**config.mk**
```make
export PLATFORM = sky130hd
export DESIGN_NAME = seq_detect_sched
export DESIGN_NICKNAME = d
export VERILOG_FILES = /design/src/rtl/seq_sched_pkg.sv /design/src/rtl/rr_arbiter.sv /design/src/rtl/seq_detect_sched.sv
export SDC_FILE = /design/constraint.sdc
export NUM_CORES = 1
export LEC_CHECK = 0
export CORE_ASPECT_RATIO = 0.8
export CORE_MARGIN = 2
export CORE_UTILIZATION = 44
export DETAILED_ROUTE_END_ITERATION = 8
export PLACE_DENSITY = 0.76
export SYNTH_ARGS = -nofsm -noshare
export SYNTH_HDL_FRONTEND = slang
export SYNTH_SLANG_ARGS = --single-unit
```
**constraint.sdc**
```tcl
create_clock -name clk -period 3.15 [get_ports clk]
set_clock_uncertainty 0.2 [all_clocks]
set_input_delay 0.63 -clock clk [delete_from_list [all_inputs] [get_ports clk]]
set_output_delay 0.63 -clock clk [all_outputs]
set_load 0.02 [all_outputs]
```
**src/rtl/seq_sched_pkg.sv**
```systemverilog
// Shared types and default sizing for the sequence-detector scheduler.
// Latency: n/a (declarations only).
// Backpressure: n/a.
package seq_sched_pkg;

    // Job phases: idle, detector clear, serial shift, result strobe.
    typedef enum logic [1:0] {
        IDLE  = 2'd0,
        CLEAR = 2'd1,
        SHIFT = 2'd2,
        DONE  = 2'd3
    } state_t;

    localparam int DEF_NREQ  = 4;
    localparam int DEF_WIDTH = 8;

endpackage

```
**src/rtl/rr_arbiter.sv**
```systemverilog
// Combinational round-robin picker: first asserted req at or after ptr, wrapping.
// Latency: 0 cycles (pure logic; caller registers the result).
// Backpressure: none; gnt is all-zero when no req is asserted.
// Ports: req (NREQ requests), ptr (search start index), gnt (one-hot winner).
module rr_arbiter
    import seq_sched_pkg::*;
#(
    parameter  int NREQ = DEF_NREQ,
    localparam int PW   = $clog2(NREQ)
) (
    input  logic [NREQ-1:0] req,
    input  logic [PW-1:0]   ptr,
    output logic [NREQ-1:0] gnt
);

    // One extra bit so ptr + offset never overflows before the wrap.
    localparam logic [PW:0] NREQ_W = (PW+1)'(NREQ);

    logic [PW:0]   sum;
    logic [PW-1:0] idx;
    logic          found;

    always_comb begin
        gnt   = '0;
        found = 1'b0;
        sum   = '0;
        idx   = '0;
        for (int i = 0; i < NREQ; i++) begin
            sum = {1'b0, ptr} + (PW+1)'(i);
            if (sum >= NREQ_W) begin
                sum = sum - NREQ_W;
            end
            idx = sum[PW-1:0];
            if (!found && req[idx]) begin
                gnt[idx] = 1'b1;
                found    = 1'b1;
            end
        end
    end

endmodule

```
**src/rtl/seq_detect_sched.sv**
```systemverilog
// Round-robin scheduler sharing one serial "1010" detector among NREQ requesters.
// Latency: grant at edge k, first bit in cycle k+1, done strobe in cycle k+WIDTH+1.
// Backpressure: losers hold req; dropping the granted req mid-job aborts it (no done).
// Ports: clk, reset_n (sync, low); req/data from clients; grant/done/match_count back;
//        det_x/det_reset drive the detector, det_y is its Mealy output.
module seq_detect_sched
    import seq_sched_pkg::*;
#(
    parameter  int NREQ  = DEF_NREQ,
    parameter  int WIDTH = DEF_WIDTH,
    localparam int CW    = $clog2(WIDTH+1)
) (
    input  logic                  clk,
    input  logic                  reset_n,
    input  logic [NREQ-1:0]       req,
    input  logic [NREQ*WIDTH-1:0] data,
    output logic [NREQ-1:0]       grant,
    output logic                  done,
    output logic [CW-1:0]         match_count,
    output logic                  det_x,
    output logic                  det_reset,
    input  logic                  det_y
);

    localparam int PW = $clog2(NREQ);

    state_t           state, state_nxt;
    logic [PW-1:0]    ptr, ptr_nxt;
    logic [NREQ-1:0]  arb_gnt;
    logic [WIDTH-1:0] shreg, win_word;
    logic [CW-1:0]    bit_cnt, acc, acc_inc;
    logic             owner_lost;

    rr_arbiter #(.NREQ(NREQ)) u_arb (
        .req (req),
        .ptr (ptr),
        .gnt (arb_gnt)
    );

    // Winner's word and the pointer value that follows it.
    always_comb begin
        win_word = '0;
        ptr_nxt  = ptr;
        for (int i = 0; i < NREQ; i++) begin
            if (arb_gnt[i]) begin
                win_word = data[i*WIDTH +: WIDTH];
                ptr_nxt  = (i == NREQ-1) ? '0 : PW'(i+1);
            end
        end
    end

    // Saturating increment; unreachable for legal WIDTH but kept for safety.
    assign acc_inc    = (det_y && (acc != {CW{1'b1}})) ? acc + 1'b1 : acc;
    assign owner_lost = ((req & grant) == '0);

    always_ff @(posedge clk) begin
        if (!reset_n) begin
            state <= IDLE;
        end else begin
            state <= state_nxt;
        end
    end

    always_comb begin
        state_nxt = state;
        done      = 1'b0;
        det_x     = 1'b0;
        case (state)
            IDLE: begin
                if (|req) state_nxt = CLEAR;
            end
            CLEAR: begin
                state_nxt = owner_lost ? IDLE : SHIFT;
            end
            SHIFT: begin
                det_x = shreg[WIDTH-1];
                if (owner_lost) begin
                    state_nxt = IDLE;
                end else if (bit_cnt == CW'(WIDTH-1)) begin
                    state_nxt = DONE;
                end
            end
            DONE: begin
                done      = 1'b1;
                state_nxt = IDLE;
            end
            default: state_nxt = IDLE;
        endcase
    end

    always_ff @(posedge clk) begin
        if (!reset_n) begin
            grant       <= '0;
            ptr         <= '0;
            shreg       <= '0;
            bit_cnt     <= '0;
            acc         <= '0;
            match_count <= '0;
            det_reset   <= 1'b1;
        end else begin
            // Detector is cleared for exactly the CLEAR cycle of each job.
            det_reset <= (state_nxt == CLEAR);

            if (state_nxt == IDLE) begin
                grant <= '0;
            end

            case (state)
                IDLE: begin
                    if (|req) begin
                        grant   <= arb_gnt;
                        ptr     <= ptr_nxt;
                        shreg   <= win_word;
                        bit_cnt <= '0;
                        acc     <= '0;
                    end
                end
                SHIFT: begin
                    // det_y reflects the bit on det_x this cycle, so the last
                    // bit's match is folded in while loading the result.
                    acc     <= acc_inc;
                    shreg   <= {shreg[WIDTH-2:0], 1'b0};
                    bit_cnt <= bit_cnt + 1'b1;
                    if (state_nxt == DONE) begin
                        match_count <= acc_inc;
                    end
                end
                default: ;
            endcase
        end
    end

endmodule
```
==> results.md <==
* Run status: complete, no violations
* Rel. slew slack at 47.4%
* Startpoint kind of the worst setup timing path: flop
* Netlist area before placement at 1980 µm²
* Global-route wire length before repair at 9380 µm
* Die footprint at 5060 µm²
* Synthesis-to-finish area growth at 39.6%
* Count of cells along the worst hold path at 2
* Critical path class: reg2reg
* H-tree levels at 2
* Vias in the first global route at 1,932
* Remaining Overflow, GRT at 0
* Port-buffer cells at 49
* Post-route total power at 0.00188 W
* Library cells used by synthesis at 50
* Half-perimeter wire length after detailed placement at 4180 µm
* Count of final max-slew check failures at 0
* Cells on worst reg2reg path at 8
* Net Count, Synth at 280
* Launch point of the worst hold path: match_count[1]$_SDFFE_PN0P_
* Hold path endpoint: match_count[1]$_SDFFE_PN0P_
* Maximum single-stage delay on the critical path at 580 ps
* Number of enable flip-flop cells after synthesis at 0
* Clock tree from TritonCTS: done
* TritonCTS Buffers at 5
* DRT antenna net count at 0
* Clk root buf: sky130_fd_sc_hd__clkbuf_8
* Worst path required time at 3130 ps
* Ratio of cells with drive above 1 in the final layout at 15.5%
* Die Span X at 79.0 µm
* Worst-path cell chain: inv_1, ha_4, mux4_2, a221oi_1, a211oi_1, or3_1, a211o_1, o311a_1
* Fraction of registers with async set or reset after synthesis at 0%
* Site row count at 21
* Unrepaired setup endpoints after global routing: no
* Clock transition at the registers of the reported paths at 70 ps
* Footprint of the multi-input gates at 1330 µm²
* Number of antenna violations at the first check in global routing at 0
* Area fraction of the dominant cell type after synthesis at 29.3%
* Crit end category: flop
* Start of the worst register-to-register path: ptr[0]$_SDFFE_PN0P_
* Synth warn at 0
* Number of buffers on the longest clock path at 2
* Sequential element share of the synthesized area at 29.3%
* Detailed-route wire length per cell at 15.8 µm
* Core area at 4260 µm²
* Maximum number of pins on one net before global-route repair at 18
* Leakage at 1.12 nW
* Mean instance size in the synthesized netlist at 8.51 µm²
* Via total after detailed routing at 2,082
* Cell at the slowest stage of the critical path: sky130_fd_sc_hd__mux4_2
* Tmin final at 2980 ps
* Top-Level Pins at 50
* All-Layer GR Usage at 23.7%
* Worst vdd rail ir drop at 0.000314 V
* CTS Hold Bufs at 0
* Final Hold Vio Count at 0
* Buffer count from post-CTS setup fixing at 0
* Leading area contributor after synthesis: sky130_fd_sc_hd__dfxtp_1
* FMAX at 336 MHz
* Post-detailed-route via-to-cell ratio at 5.88
* Initial drt markers at 290
* Period utilization at 94.6%
* Final Routed Wirelength at 5580 µm
* Seq. cell area at 581 µm²
* Count of cells resized by post-cts repair at 0
* Placed cells at 346
* Final-stage net count at 343
* Crit Path Max Fanout at 6
* Setup slack of the worst register-to-register path at 170 ps
* First drt pass iteration count at 4
* Layout filler cell count at 384
* Number of sinks driven by the clock tree at 29
* Post-synth top cells: sky130_fd_sc_hd__dfxtp_1 (29), sky130_fd_sc_hd__nand2_1 (22), sky130_fd_sc_hd__a21oi_1 (16), sky130_fd_sc_hd__nor2_1 (16), sky130_fd_sc_hd__nand3_1 (12)
* Post-layout instance area at 2770 µm²
* Diode count at 0
* Most area-consuming cells after synthesis: sky130_fd_sc_hd__dfxtp_1 (29%), sky130_fd_sc_hd__ha_1 (5.1%), sky130_fd_sc_hd__a221o_1 (4.5%), sky130_fd_sc_hd__nand2_1 (4.2%), sky130_fd_sc_hd__a21oi_1 (4.0%)
* Max-cap violations at 0
* Final non-filler cell total at 354
* Placed standard-cell area at 2640 µm²
* Final setup violating endpoints at 0
* Most frequently used cell type in the post-synthesis netlist: sky130_fd_sc_hd__dfxtp_1
* Data arrival time of the worst path at 2960 ps
* Number of storage elements in the synthesis netlist at 29
* Final estimated routing congestion in global placement at 0.987
* Starting density of the core at 46.6%
* End of the worst register-to-register path: shreg[1]$_SDFFE_PN0P_
* Type of the most critical hold path: reg2reg
* Worst skew pair latency at 290 ps
* Pwr Density at 679 nW/µm²
* Number of instances in the synthesized netlist at 233
* Worst slew pin tran at 788 ps
* Primary FF master, synth: sky130_fd_sc_hd__dfxtp_1
* DIE HEIGHT at 64.0 µm
* Final routed DRC violation total at 0
-- state kept, by name, indices dropped and copies added (netlist names) --
register / cells
shreg: 8
acc: 4
bit_cnt: 4
grant: 4
match_count: 4
ptr: 2
state: 2
det_reset: 1
-- kinds of logic after synthesis --
logic type / count (synthesis) / share of synthesized area (%)
flip-flops: 29 / 29.3
AND/OR/NAND/NOR: 94 / 24.7
buffers and inverters: 21 / 4.92
XOR/XNOR: 4 / 1.77
AO/OA/AOI/OAI: 67 / 26.3
adder cells (fa/ha/maj): 8 / 5.05
multiplexers: 10 / 7.89
-- report_power, final --
part	internal, W	leakage, nW	total (W)	switching, W
registers	0.000428	0.236	0.000469	0.0000411
logic	0.000533	0.831	0.00107	0.000536
clock network	0.000197	0.0542	0.000341	0.000144
total	0.00116	1.12	0.00188	0.000721
-- critical path: cells and delay by family (launching register included) --
family,cells,cell delay [ps]
AOI/OAI and AO/OA,4,960
muxes,1,580
adders and majority gates,1,320
and+or+nand+nor,1,380
DFF,1,330
buffers and inverters,1,100
-- metal layers --
metal | global-route usage [%] | part of all wire (%)
met5 | 0 | 0
met4 | 7.33 | 0.90
met2 | 33.9 | 45
met1 | 34.4 | 48
met3 | 6.50 | 6.4
-- cell usage in the layout, fill, tap and decap left out, types with 7 or more instances in the layout --
| cell | synthesis | final |
|---|---|---|
| sky130_fd_sc_hd__buf_4 | 0 | 21 |
| sky130_fd_sc_hd__clkdlybuf4s50_1 | 0 | 45 |
| sky130_fd_sc_hd__ha_1 | 8 | 7 |
| sky130_fd_sc_hd__nand3_1 | 12 | 12 |
| sky130_fd_sc_hd__nor2_1 | 16 | 16 |
| sky130_fd_sc_hd__and2_1 | 9 | 9 |
| sky130_fd_sc_hd__nand2_1 | 22 | 22 |
| sky130_fd_sc_hd__inv_1 | 7 | 7 |
| sky130_fd_sc_hd__dfxtp_1 | 29 | 29 |
| sky130_fd_sc_hd__a21oi_1 | 16 | 16 |
| sky130_fd_sc_hd__nor3_1 | 8 | 8 |
| sky130_fd_sc_hd__clkbuf_8 | 0 | 7 |
| sky130_fd_sc_hd__nor2b_1 | 7 | 7 |
| sky130_fd_sc_hd__a221o_1 | 9 | 9 |
-- layout make-up --
class,instances,share of cell area (%)
Sequential cell,29,21.0
Inverter,7,0.949
Multi-Input combinational cell,183,48.1
Timing Repair Buffer,70,23.8
Tap cell,57,2.58
Clock buffer,7,3.48
Clock inverter,1,0.181
-- metrics by stage --
stage,TNS (ps),util [%],hold slack [ps],setup slack [ps]
2_1_floorplan,0,-,265,12.2
3_3_place_gp,-1320,62.1,276,-210
3_5_place_dp,-2060,62.1,285,-272
4_1_cts,0,64.5,301,16.2
5_1_grt,0,65.0,327,26.9
6_report,0,65.0,297,172
-- worst max-delay path by stage --
stage / end / startpoint
4_1_cts: shreg[1]$_SDFFE_PN0P_ / req[3]
5_1_grt: shreg[1]$_SDFFE_PN0P_ / ptr[0]$_SDFFE_PN0P_
3_5_place_dp: shreg[1]$_SDFFE_PN0P_ / req[3]
2_1_floorplan: shreg[6]$_SDFFE_PN0P_ / ptr[0]$_SDFFE_PN0P_
3_3_place_gp: shreg[1]$_SDFFE_PN0P_ / req[2]
6_report: shreg[1]$_SDFFE_PN0P_ / ptr[0]$_SDFFE_PN0P_
(Power assumes the default switching activity.)
